[src/rtl/echo_char_tx_if.sv]
// Byte-stream bundle between the RX path, the echo-enable flag and the UART TX core.
interface echo_char_tx_if;
  logic [7:0] RxData;
  logic       RxValid;
  logic       EchoEnable;
  logic       TxBusy;
  logic [7:0] TxData;
  logic       TxStart;
  logic       Overflow;
  logic       FifoEmpty;

  modport master (
    output RxData, RxValid, EchoEnable, TxBusy,
    input  TxData, TxStart, Overflow, FifoEmpty
  );

  modport slave (
    input  RxData, RxValid, EchoEnable, TxBusy,
    output TxData, TxStart, Overflow, FifoEmpty
  );
endinterface

[src/rtl/echo_char_tx.sv]
// Echo transmitter: buffers received bytes while echo is on and replays them to the UART TX core.
// Optional ECHO_CRLF_EN: a transmitted CR (8'h0D) is followed by an injected LF (8'h0A).
module echo_char_tx #(
  parameter int unsigned ADDR_W = 3
) (
  input logic           Clock,
  input logic           Reset,
  echo_char_tx_if.slave bus
);

  localparam int unsigned DEPTH = 2 ** ADDR_W;
  localparam int unsigned CNT_W = ADDR_W + 1;

  typedef enum logic [1:0] {
    S_IDLE,
    S_WAIT_BUSY,
    S_WAIT_DONE
`ifdef ECHO_CRLF_EN
    ,
    S_SEND_LF
`endif
  } state_t;

  logic [7:0]        mem [DEPTH];
  logic [ADDR_W-1:0] wr_ptr;
  logic [ADDR_W-1:0] rd_ptr;
  logic [CNT_W-1:0]  count;
  logic [CNT_W-1:0]  count_next;
  logic              full_c;
  logic              push_c;
  logic              pop_c;
  logic              drop_c;
  logic              overflow_q;
  logic              fifo_empty_q;

  state_t            state;
  state_t            state_next;
  logic [7:0]        tx_data_q;
  logic [7:0]        tx_data_d;
  logic              tx_start_q;
  logic              tx_start_d;

  // A full FIFO still accepts a byte when the head leaves in the same cycle.
  assign full_c = (count == CNT_W'(DEPTH));
  assign push_c = bus.RxValid & bus.EchoEnable & (~full_c | pop_c);
  assign drop_c = bus.RxValid & bus.EchoEnable & full_c & ~pop_c;

  always_comb begin
    count_next = count;
    case ({push_c, pop_c})
      2'b10:   count_next = count + CNT_W'(1);
      2'b01:   count_next = count - CNT_W'(1);
      default: count_next = count;
    endcase
  end

  always_ff @(posedge Clock) begin
    if (push_c) begin
      mem[wr_ptr] <= bus.RxData;
    end
  end

  always_ff @(posedge Clock or posedge Reset) begin
    if (Reset) begin
      wr_ptr       <= '0;
      rd_ptr       <= '0;
      count        <= '0;
      overflow_q   <= 1'b0;
      fifo_empty_q <= 1'b1;
    end else begin
      if (push_c) wr_ptr <= wr_ptr + ADDR_W'(1);
      if (pop_c)  rd_ptr <= rd_ptr + ADDR_W'(1);
      count        <= count_next;
      overflow_q   <= drop_c;
      fifo_empty_q <= (count_next == '0);
    end
  end

  // State register and registered TX outputs.
  always_ff @(posedge Clock or posedge Reset) begin
    if (Reset) begin
      state      <= S_IDLE;
      tx_data_q  <= 8'h00;
      tx_start_q <= 1'b0;
    end else begin
      state      <= state_next;
      tx_data_q  <= tx_data_d;
      tx_start_q <= tx_start_d;
    end
  end

  always_comb begin
    state_next = state;
    case (state)
      S_IDLE: begin
        if (!fifo_empty_q && !bus.TxBusy) state_next = S_WAIT_BUSY;
      end
      S_WAIT_BUSY: begin
        if (bus.TxBusy) state_next = S_WAIT_DONE;
      end
      S_WAIT_DONE: begin
        if (!bus.TxBusy) begin
`ifdef ECHO_CRLF_EN
          state_next = (tx_data_q == 8'h0D) ? S_SEND_LF : S_IDLE;
`else
          state_next = S_IDLE;
`endif
        end
      end
`ifdef ECHO_CRLF_EN
      S_SEND_LF: begin
        if (!bus.TxBusy) state_next = S_WAIT_BUSY;
      end
`endif
      default: state_next = S_IDLE;
    endcase
  end

  // Launch decisions: pop and present the FIFO head, or inject the LF.
  always_comb begin
    tx_data_d  = tx_data_q;
    tx_start_d = 1'b0;
    pop_c      = 1'b0;
    case (state)
      S_IDLE: begin
        if (!fifo_empty_q && !bus.TxBusy) begin
          tx_data_d  = mem[rd_ptr];
          tx_start_d = 1'b1;
          pop_c      = 1'b1;
        end
      end
`ifdef ECHO_CRLF_EN
      S_SEND_LF: begin
        if (!bus.TxBusy) begin
          tx_data_d  = 8'h0A;
          tx_start_d = 1'b1;
        end
      end
`endif
      default: begin
        tx_data_d  = tx_data_q;
        tx_start_d = 1'b0;
      end
    endcase
  end

  assign bus.TxData    = tx_data_q;
  assign bus.TxStart   = tx_start_q;
  assign bus.Overflow  = overflow_q;
  assign bus.FifoEmpty = fifo_empty_q;

endmodule

[src/flat_wrapper.sv]
// flat-port wrapper written by rule: the top's interface ports become plain ports
module echo_char_tx_flat 
#(
  parameter int unsigned ADDR_W = 3
)
  (Clock, Reset, bus_RxData, bus_RxValid, bus_EchoEnable, bus_TxBusy, bus_TxData, bus_TxStart, bus_Overflow, bus_FifoEmpty);
  echo_char_tx_if bus_i ();
  input logic Clock;
  input logic Reset;
  input wire logic [$bits(bus_i.RxData)-1:0] bus_RxData;
  input wire logic [$bits(bus_i.RxValid)-1:0] bus_RxValid;
  input wire logic [$bits(bus_i.EchoEnable)-1:0] bus_EchoEnable;
  input wire logic [$bits(bus_i.TxBusy)-1:0] bus_TxBusy;
  output wire logic [$bits(bus_i.TxData)-1:0] bus_TxData;
  output wire logic [$bits(bus_i.TxStart)-1:0] bus_TxStart;
  output wire logic [$bits(bus_i.Overflow)-1:0] bus_Overflow;
  output wire logic [$bits(bus_i.FifoEmpty)-1:0] bus_FifoEmpty;
  assign bus_i.RxData = bus_RxData;
  assign bus_i.RxValid = bus_RxValid;
  assign bus_i.EchoEnable = bus_EchoEnable;
  assign bus_i.TxBusy = bus_TxBusy;
  assign bus_TxData = bus_i.TxData;
  assign bus_TxStart = bus_i.TxStart;
  assign bus_Overflow = bus_i.Overflow;
  assign bus_FifoEmpty = bus_i.FifoEmpty;
  echo_char_tx #(.ADDR_W(ADDR_W)) u_core (.Clock(Clock), .Reset(Reset), .bus(bus_i));
endmodule
[config.mk]
export PLATFORM = sky130hd
export DESIGN_NAME = echo_char_tx_flat
export DESIGN_NICKNAME = d
export VERILOG_FILES = /design/src/rtl/echo_char_tx_if.sv /design/src/rtl/echo_char_tx.sv /design/src/flat_wrapper.sv
export SDC_FILE = /design/constraint.sdc
export NUM_CORES = 1
export LEC_CHECK = 0
export CORE_MARGIN = 2
export CORE_UTILIZATION = 40
export CTS_CLUSTER_SIZE = 20
export DETAILED_ROUTE_END_ITERATION = 16
export PLACE_DENSITY = 0.6
export SLEW_MARGIN = 30
export SYNTH_ARGS = -nofsm -noshare
export SYNTH_HDL_FRONTEND = slang
export SYNTH_SLANG_ARGS = --single-unit
[constraint.sdc]
create_clock -name Clock -period 4 [get_ports Clock]
set_clock_uncertainty 0.1 [all_clocks]
set_input_delay 0.4 -clock Clock [delete_from_list [all_inputs] [get_ports Clock]]
set_output_delay 0.4 -clock Clock [all_outputs]
set_load 0.01 [all_outputs]
==> results of run 1 <==
==> metrics by stage <==
stage / power [uW] / utilization (%) / std cells / cell area [um^2] / hold WS, ns
detailed placement: 2178 / 45.44 / 325 / 3924 / 0.4240
finish: 2734 / 47.68 / 340 / 4118 / 0.3367
CTS: 2769 / 47.67 / 340 / 4116 / 0.4401
global placement: 2165 / 45.44 / 325 / 3924 / 0.4169
floorplan: 1900 / - / 195 / 3523 / 0.3012
global route: 2906 / 47.68 / 340 / 4118 / 0.3829
==> cell type report <==
cell class | instances | area, um^2 | area share, %
Clock buffer | 9 | 123.9 | 3.008
Sequential cell | 87 | 2500 | 60.71
Timing Repair Buffer | 32 | 297.8 | 7.232
Tap cell | 108 | 135.1 | 3.282
Clock inverter | 6 | 68.82 | 1.671
Inverter | 4 | 15.01 | 0.3646
Multi-Input combinational cell | 94 | 977.2 | 23.73
==> state kept, by name (all words and copies together) (netlist names) <==
signal	flops
u_core.bus.FifoEmpty	1
u_core.bus.Overflow	1
u_core.bus.TxData	8
u_core.bus.TxStart	1
u_core.count	4
u_core.mem	64
u_core.rd_ptr	3
u_core.state	2
u_core.wr_ptr	3
==> synth_stat cells (3+ instances only) <==
library cell | number | area (um^2)
inv_1 | 3 | 11.26
nor2_1 | 12 | 45.04
clkbuf_1 | 3 | 11.26
buf_2 | 3 | 15.01
mux2i_1 | 9 | 90.09
a21oi_1 | 10 | 50.05
nor3_1 | 3 | 15.01
ha_1 | 5 | 62.56
edfxtp_1 | 64 | 1922
xnor2_1 | 5 | 43.79
mux4_2 | 16 | 360.4
nor3b_1 | 4 | 30.03
dfrtp_1 | 22 | 550.5
nand2_1 | 4 | 15.01
xor2_1 | 3 | 26.28
==> placed cells by master (no fill, tap or decap), drive strengths merged <==
master | netlist | layout
edfxtp | 64 | 64
clkdlybuf4s50 | 0 | 23
dfrtp | 22 | 22
mux4 | 16 | 16
nor2 | 12 | 12
a21oi | 10 | 10
mux2i | 9 | 9
clkbuf | 3 | 9
buf | 7 | 9
xnor2 | 5 | 5
ha | 5 | 5
inv | 4 | 5
nand2 | 4 | 4
nor3b | 4 | 4
xor2 | 3 | 3
nor3 | 3 | 3
mux2 | 3 | 3
nor4 | 3 | 3
clkinv | 0 | 3
nor4b | 2 | 2
or4b | 2 | 2
and2 | 2 | 2
o21a | 2 | 2
a211oi | 1 | 1
nor2b | 1 | 1
nand3b | 1 | 1
or3b | 1 | 1
nand2b | 1 | 1
o22ai | 1 | 1
o21ai | 1 | 1
and3 | 1 | 1
or2 | 1 | 1
bufinv | 0 | 1
clkinvlp | 0 | 1
dfstp | 1 | 1
==> power breakdown <==
part	total [uW]	switching [uW]	leakage, uW	internal, uW
Sequential	1370	233	0.000845	1130
Combinational	772	307	0.000479	465
Clock	597	307	0.0000961	289
==> path summary, 6_finish.rpt <==
path / slack, ns / to / from / depth (start not counted)
min in group Clock: 0.43 / u_core.bus.TxData[2]$_DFFE_PP0P_ / u_core.bus.TxData[2]$_DFFE_PP0P_ / 2
worst max-delay path: 1.03 / u_core.count[3]$_DFF_PP0_ / u_core.count[0]$_DFF_PP0_ / 8
max in group asynchronous: 3.02 / u_core.rd_ptr[0]$_DFFE_PP0P_ / Reset / 2
worst min-delay path: 0.34 / u_core.state[0]$_DFFE_PP0P_ / Reset / 2
worst max register to register: 1.03 / u_core.count[3]$_DFF_PP0_ / u_core.count[0]$_DFF_PP0_ / 8
worst min register to register: 0.43 / u_core.bus.TxData[2]$_DFFE_PP0P_ / u_core.bus.TxData[2]$_DFFE_PP0P_ / 2
==> cell families after synthesis <==
logic type	synth area share, %
DFF	70.92
buffers and inverters	2.130
muxes	13.85
AOI/OAI and AO/OA	2.770
xor gates and xnor gates	1.989
adders and majority gates	1.776
and+or+nand+nor	6.570
==> routing by layer <==
layer	routed length (um)	global-route usage (%)	vias to the layer above
li1	-	-	821
met1	2734	18.70	881
met2	2987	21.23	36
met3	254	5.154	4
met4	31	3.205	0
met5	0	0	-
==> worst max-delay path, stage by stage, from the launching register on <==
cell and delay, ns:
dfrtp_1 0.46, or4b_4 0.57, o21a_4 0.23, inv_2 0.13, ha_1 0.35, or4b_1 0.56, o22ai_2 0.14, nor3_1 0.09
or2_1 0.22
==> flow_results.org, run 1 <==
** Outcome
- Outcome :: finished clean

** Synthesis
- Sequential cells were found to cover 70.92% of the synthesized design area.
- Yosys cell types :: 40
- Fraction of synthesis flops using an asynchronous set or reset pin :: 26.44%
- Count of flip-flops with a built-in enable after synthesis :: 64
- Counting flops and latches in the post-synthesis netlist gives 87.
- Counting every instance in the synthesized netlist gives 195.
- Cell area after synthesis :: 3523 um^2
- Syn Nets :: 213
- Warnings, synthesis :: 0
- Syn avg cell area :: 18.07 um^2
- Main synth FF type :: edfxtp_1

** Die
- Top Ports :: 24
- Die boundary width :: 97.86 um
- Starting Density :: 40.80%
- Number of standard-cell rows in the floorplan :: 34
- Area enclosed by the die boundary :: 9576 um^2
- Overall die height :: 97.86 um
- Placeable core region :: 8636 um^2

** Route
- Drt first pass iters :: 4
- Number of design-rule violations left by the first detailed-router iteration :: 59
- In this run the remaining antenna-violating nets after routing total 0.
- After detailed routing, the number of vias per cell comes to 5.124.
- After detailed routing, the average wire length per cell comes to 17.66 um.
- DRC errors left :: 0
- Via Count :: 1742
- Wirelength, routed :: 6006 um

** Global routing
- In the global route stage, overall resource usage came out at 13.74%.
- Pin count of the biggest net entering global routing :: 24
- The via count of the first global-routing pass is 1746.
- The first global-routing pass estimated 9777 um of wire.
- Initial antenna violation count :: 0
- For this run the aggregate overflow at the end of global routing stands at 0.

** Clock tree
- Cells resized by post-CTS repair :: 0
- The longest clock path from root to sink contains 2 buffers.
- Cts-stage hold buffer count :: 0
- Clock latency on the worst-skew pair :: 0.35 ns
- For this design, the sink count on the clock tree is 87.
- Register clock-pin slew on the reported worst setup and hold paths :: 0.09 ns
- Post-CTS Setup Repair Bufs :: 0
- TritonCTS clock tree :: yes
- In this run, CTS created clock tree buffers numbering 9.
- The cell sitting at the root of the clock tree is a clkbuf_8.
- Number of levels in the clock H-tree :: 3

** STA
- The worst pin sits at a relative slew slack of 36.75%.
- For the pin with the worst max-slew slack, the measured transition is 0.9452 ns.
- Final number of max-transition violations :: 0
- The worst path uses 74.21% of the clock period.
- For the finished layout, the period the worst path requires is 2.969 ns.
- After layout, the worst setup slack is 1.031 ns.
- Final hold viol count :: 0
- Setup repair after global routing left no endpoint under its margin.
- Total Neg Setup Slack :: 0 ns
- Setup violations remaining at the end of the flow were counted as 0.
- Based on the critical path, the design can be clocked at up to 336.9 MHz.

** Run
- Max-capacitance violation count :: 0

** Cells and area
- Layout net count :: 246
- Of the cells placed in the final design, the portion with a size suffix greater than 1 is 23.71%.
- Number of antenna cells inserted :: 0
- Compared with the post-synthesis result, the final layout area differs by 16.87%.
- Number of fillers in the final layout :: 733

** Place
- Half-perimeter wire length of the detailed placement result :: 3714 um
- Routability-driven placement finished with a final weighted congestion of 0.6854.
- Post-place setup slack :: 0.8891 ns
- Number of port buffers :: 23

** Power and ir drop
- Ratio of total power to cell area :: 664.0 nW/um^2
- VDD sags by at most 0.0002872 V.
- In this run the static leakage power is 0.001420 uW.

** Critical path
- Sort of element at the end of the critical path :: register
- STA puts the critical path data required time at 4.14 ns.
- For the worst setup path, the data arrival time is 3.11 ns.
- The setup path with the least slack is of type register to register.
- Largest driver fanout on the critical path :: 9
- Critical Path Start Type :: register

** Hold path
- Worst min-delay path class :: input pin to async pin
No activity file was read; power rests on OpenSTA's default activity.
==> run 2, diff against run 1 <==
==> constraint.sdc (replaced) <==
create_clock -name Clock -period 3.1 [get_ports Clock]
set_clock_uncertainty 0.1 [all_clocks]
set_input_delay 0.31 -clock Clock [delete_from_list [all_inputs] [get_ports Clock]]
set_output_delay 0.31 -clock Clock [all_outputs]
set_load 0.01 [all_outputs]
==> run 2 against run 1 <==
Hold slack worse by 0.13 ns. Critical endpoint unchanged. Maximum frequency up 5.9%. Largest cell class unchanged. Design area up 0.49%.
==> flow_results.org, run 2 (synthesis gave the netlist of run 1 again) <==
** Outcome
- The flow ran to the end, and the final reports show no timing, DRC or antenna violations.

** STA
- The total count of max-transition violations in the final report was 0.
- In the post-route analysis, the smallest setup slack over all paths is 0.2961 ns.
- Setup repair after global routing missed its margin :: false
- Min Hold Slack :: 0.2085 ns
- Min Tclk post-route :: 2.804 ns
- Total Neg Setup Slack :: 0 ns
- Headroom to the max-slew limit came out at 47.37%.
- Fin crit share :: 90.45%
- Worst-margin pin slew :: 0.7895 ns
- Final hold viol count :: 0
- Number of endpoints failing setup at the final stage :: 0
- Maximum clock frequency :: 356.6 MHz

** Clock tree
- Number of levels in the clock H-tree :: 3
- TritonCTS built the clock tree.
- Once the clock tree was built, the resizer swapped 0 gates to a different size.
- Clock latency on the worst-skew pair :: 0.35 ns
- Clk Tree Root Cell :: clkbuf_8
- Longest Clk Path Bufs :: 2
- TritonCTS Sinks :: 87
- Hold repair after CTS inserted 0 buffers.
- Post-CTS Setup Repair Bufs :: 0
- The number of clock buffers added by TritonCTS is 9.
- Clock-pin slew was measured on the worst setup and hold paths at 0.08 ns.

** Route
- DRC errors left :: 0
- The final layout contains routed wiring with a total length of 6108 um.
- DR WL/cell :: 17.81 um
- Via density per instance :: 5.055
- Drt first pass iters :: 4
- The detailed router placed 1734 vias in this run.
- Count of nets left with antenna violations after detail routing :: 0
- After the first detailed-routing iteration, the DRC count stood at 71.

** Power and ir drop
- Relative contribution of the clock network to total power :: 21.2%
- The analysis attributes to cell leakage a power of 0.001438 uW.
- Internal power comes to 2452 uW.
- For this design the total switching power over the nets is 1089 uW.
- In this run switching power makes up 30.76% of total power.
- Power spread over the standard cell area amounts to 855.9 nW/um^2.
- Across the VDD grid, the largest voltage drop is 0.0002578 V.
- Power comes to 3541 uW.
- Sequential cells account for 47.6% of the total power.
- Combinational cell fraction of total power :: 31.2%

** Die
- From left edge to right edge, the die measures 97.86 um.
- Top Ports :: 24
- Starting Density :: 40.80%
- Area enclosed by the die boundary :: 9576 um^2
- The core region is 8636 um^2.
- Overall die height :: 97.86 um
- After floorplanning, the core was divided into 34 placement rows.

** Cells and area
- 0 antenna diodes ended up in the layout.
- After the last flow step, the layout net total stands at 250.
- Register area :: 2499 um^2
- Synth-to-Final Area Change :: 17.44%
- Ranked by flip-flop count, first place goes to u_core.mem.
- Multi-input gate area :: 977.2 um^2
- The library cells used most frequently in the layout, excluding fill and tap cells, are 64 x edfxtp_1, 23 x clkdlybuf4s50_1, 22 x dfrtp_1.
- The register with the most flip-flops in the layout has 64 of them.
- The post-route netlist has 24.68% of its cells at a drive strength greater than 1.
- The filler cells instantiated in the layout total 755.
- Most common library cell in the layout ignoring fill and taps :: edfxtp_1
- The finished cells cover 4138 um^2.

** Critical path
- STA puts the critical path data arrival time at 2.94 ns.
- In this design, the largest share of critical-path delay is due to simple AND/OR/NAND/NOR gates.
- STA classifies the critical path endpoint as a register.
- In this run the critical register-to-register path is launched from u_core.count[2]$_DFF_PP0_.
- For the worst flop-to-flop path, the logic depth is 8.
- The number of buffers and inverters on the critical path is 1.
- For flop-to-flop paths, the worst setup slack is 0.30 ns.
- The most critical setup path has its startpoint at u_core.count[2]$_DFF_PP0_.
- The signal on the critical path passes through or4b_4 -> o21a_4 -> inv_2 -> ha_1 -> or4b_1 -> o22ai_2 -> nor3_1 -> or2_1.
- The critical path in this run is classified as register to register.
- Along the worst path, the maximum fanout reaches 7.
- The slowest stage of the critical path belongs to the cell or4b_1.
- The largest single stage delay on the critical path is 0.54 ns.
- Critical Path Start Type :: register
- Endpoint required time on the critical path :: 3.24 ns
- Number of logic stages on the critical path including buffering :: 8

** Place
- Post-place instance area :: 3954 um^2
- The congestion estimate from routability-driven global placement came to 0.7251.
- Number of port buffers :: 23
- After legalization and detailed placement, the total HPWL measured 3779 um.
- At the placement stage, the worst setup path has a slack of 0.1948 ns.

** Hold path
- Worst min-delay path class :: input pin to async pin

** Global routing
- Met3 routing resource usage after global routing :: 3.579%
- After global routing the overflow that remains totals 0.
- Most congested layer reported by global routing :: met2
- Met2 track demand over resource in global routing :: 21.02%
- In the global route stage, met1 resource usage came out at 18.42%.
- The first global-routing pass estimated 9549 um of wire.
- Entering global routing, the biggest net connects 24 pins.
- Gr usage total :: 13.47%
- Via count of the first global-routing pass :: 1749
- Initial antenna violation count :: 0

** Run
- Across the run, the number of max-cap violations was 0.
## run 2: power groups by stage
stage	sequential, uW	combinational, uW	clock (uW)
2_1_floorplan	1620	836	0
5_1_grt	1720	1220	807
4_1_cts	1690	1130	768
6_report	1680	1110	751
3_5_place_dp	1720	1120	0
3_3_place_gp	1710	1110	0
## run 2: metal layers
metal	vias to the layer above	share of wire, %
li1	826	-
met1	871	48
met2	29	48
met3	8	3.4
met4	0	1.3
met5	-	0
## run 2: final cells by class
| class | instances | area share (%) |
|---|---|---|
| inverter | 4 | 0.3629 |
| multi-input combinational | 94 | 23.62 |
| tap | 108 | 3.266 |
| sequential | 87 | 60.39 |
| clock buffer | 9 | 2.994 |
| clock inverter | 5 | 1.451 |
| timing repair buffer | 36 | 7.923 |
## run 2: worst paths after layout
check	end
min reg2reg	u_core.bus.TxData[7]$_DFFE_PP0P_
min in group Clock	u_core.bus.TxData[7]$_DFFE_PP0P_
max reg2reg	u_core.count[3]$_DFF_PP0_
min	u_core.count[1]$_DFF_PP0_
max	u_core.count[3]$_DFF_PP0_
max in group asynchronous	u_core.bus.FifoEmpty$_DFF_PP1_
## run 2: worst reg2reg max path, delay by kind of cell (launching register included)
family | cells | cell delay, ns
simple gates | 4 | 1.36
flops | 1 | 0.44
compound gates | 2 | 0.37
fa+ha+maj | 1 | 0.29
buf+inv | 1 | 0.14
## run 2: per-stage QoR
stage	util, %	std cells
final	47.91	343
after global routing	47.91	343
after CTS	47.91	343
after detailed placement	45.78	329
after global placement	45.78	329
after floorplan	-	195
==> run 3, diff against run 2 <==
--- a/config.mk
+++ b/config.mk
@@ -7,6 +7,7 @@
 export LEC_CHECK = 0
 export CORE_MARGIN = 2
 export CORE_UTILIZATION = 40
+export CTS_CLUSTER_DIAMETER = 60
 export CTS_CLUSTER_SIZE = 20
 export DETAILED_ROUTE_END_ITERATION = 16
 export PLACE_DENSITY = 0.6
==> results of run 3 <==
No change in the layout: final DEF, timing and power equal those of run 2.
==> patch: new RTL, config.mk and constraints of run 2 <==
`ADDR_W` is set to 3 in 2 places; all go to 5.
--- a/src/rtl/echo_char_tx.sv
+++ b/src/rtl/echo_char_tx.sv
@@ -1,7 +1,7 @@
 // Echo transmitter: buffers received bytes while echo is on and replays them to the UART TX core.
 // Optional ECHO_CRLF_EN: a transmitted CR (8'h0D) is followed by an injected LF (8'h0A).
 module echo_char_tx #(
-  parameter int unsigned ADDR_W = 3
+  parameter int unsigned ADDR_W = 5
 ) (
   input logic           Clock,
   input logic           Reset,
--- a/src/flat_wrapper.sv
+++ b/src/flat_wrapper.sv
@@ -1,7 +1,7 @@
 // flat-port wrapper written by rule: the top's interface ports become plain ports
 module echo_char_tx_flat 
 #(
-  parameter int unsigned ADDR_W = 3
+  parameter int unsigned ADDR_W = 5
 )
   (Clock, Reset, bus_RxData, bus_RxValid, bus_EchoEnable, bus_TxBusy, bus_TxData, bus_TxStart, bus_Overflow, bus_FifoEmpty);
   echo_char_tx_if bus_i ();
Check against the original RTL: not equivalent (Yosys sat finds a counterexample within 10 cycles, from zero or initial values and one cycle with Reset high).
==> patch against run 2 <==
- wire length grew to 4.1 times the old value
- non-clock buffer count is 59 higher
- global-route usage rose by 3.5 points
- sequential cell count grew 198
- largest power group unchanged
- critical path depth shrank 1
- area after synthesis grew to 3.2 times the old value
- first-iteration DRC count rose to 8.7 times the old value
- sequential power increased to 2.9 times the old value
- design area increased to 3.2 times the old value
- setup slack better by 0.041 ns
- count of clock-buffer cells in the layout increased by 31
- cell count rose to 3.3 times the old value
- power grew to 3.1 times the old value
- highest routed layer unchanged
==> patch: results (changes against run 2) <==
SIGNAL_BUFFERS=95  # +160%
YS_TOP_CELLS_BY_COUNT='sky130_fd_sc_hd__edfxtp_1, sky130_fd_sc_hd__nor2_1, sky130_fd_sc_hd__mux2i_1'
GRT_START_MAX_NET_PINS=33  # +38%
LARGEST_REGISTER_FF_COUNT=256  # +300%
RR_STARTPOINT='u_core.rd_ptr[0]'
NUMCTSBUFFERS=28  # +19
POST_LAYOUT_NONFILLER_INSTANCES=1121  # +230%
AVERAGE_DETAILED_ROUTED_WIRE_LENGTH_PER_INSTANCE_UM=22.56  # +27%
GR-USAGE-MET3_PCT=2.529  # -1.1 points
WORSTPATHARRIVAL_NS=3.07  # +0.13 ns
SYNTH_AREA_LEADERS='sky130_fd_sc_hd__edfxtp_1, sky130_fd_sc_hd__mux4_2, sky130_fd_sc_hd__dfrtp_1'
STATIC-LEAKAGE-POWER_nW=4.458  # +210%
DRT_PASS1_ITERATIONS=5  # +1
AVGSYNTHCELLAREA_UM2=18.06  # about the same
DP.FINAL_HPWL_UM=16010  # +320%
POWER.SHARE.SWITCHING_PCT=29.87  # -0.89 points
BUFFER_AREA_SHARE_PCT=5.778  # -2.1 points
POWER.IR.VDD_WORST_V=0.0003865  # +50%
SYNTH_XOR_AREA_SHARE_PCT=1.001  # -0.99 points
CRIT_PATH_START='u_core.rd_ptr[0]'
SYNTH_AREA_UM2=11380  # +220%
GPL_WTD_CONG=0.8647  # +19%
P_CLK_SHARE_PCT=29.5  # +8.3 points
SYN_NETS=649  # +200%
GRT_UTIL_ALL_LAYERS_PCT=16.97  # +3.5 points
CTS.HTREE.LEVELS=1  # -2
P_TOTAL_W=0.01098  # +210%
SYNTH_EDF_COUNT=256  # +300%
YOSYS-MUX-AREA-FRACTION_PCT=13.64  # -0.21 points
TIGHTESTPINTRANSITION_NS=0.9138  # +0.1244 ns
SYNTHTOLAYOUTAREAGROWTH_PCT=17.23
DRT_ITER0_DRC=616  # +770%
POST_SYNTH_NUM_CELL_TYPES=49  # +23%
R2R_SETUP_SLACK_NS=0.34  # +0.04 ns
POWER_SEQUENTIAL_W=0.00494  # +190%
STATUS='finished, final reports clean'
WORST-PATH-MAX-FANOUT=27  # +20
GRT_USE_MET2_PCT=27.09  # +6.1 points
DETAIL_ROUTE.WIRELENGTH.MET1_UM=11310  # +290%
DR_WL_MET2_UM=11910  # +310%
CTS.ROOT.BUFFER_CELL='sky130_fd_sc_hd__clkbuf_16'
FF2FF_PATH_DEPTH=7  # -1
WORSTREG2REGEND='u_core.bus.TxData[3]'
SYNTH_SEQUENTIAL_AREA_RATIO_PCT=73.95  # +3.0 points
GROUTE.LAYER.MET1.USAGE_PCT=23.92  # +5.5 points
DETAILEDPLACE.WORSTSLACK_NS=0.1226  # -0.07222 ns
ADDER_AND_MAJORITY_GATE_PORTION_OF_THE_SYNTHESIZED_AREA_PCT=0.6598  # -1.1 points
GRT_PASS1_VIAS=6344  # +260%
## patch: changes by cell type after synthesis, sizes merged, moves of 7 or more
| cell | change |
|---|---|
| nor2 | +50 |
| a311oi | +8 |
| a31oi | +10 |
| nor3 | +7 |
| mux2 | +15 |
| nand2 | +18 |
| clkbuf | +12 |
| mux4 | +23 |
| o22ai | +14 |
| edfxtp | +192 |
| buf | +12 |
| a2111oi | +8 |
| mux2i | +38 |
## patch: critical path, stage by stage (launching register included)
cell                       delay [ns]
sky130_fd_sc_hd__dfrtp_4         0.77
sky130_fd_sc_hd__buf_4           0.28
sky130_fd_sc_hd__mux4_2          0.54
sky130_fd_sc_hd__mux2i_1         0.27
sky130_fd_sc_hd__nor2_1          0.08
sky130_fd_sc_hd__a311oi_1        0.32
sky130_fd_sc_hd__buf_4           0.20
sky130_fd_sc_hd__nor3_1          0.05
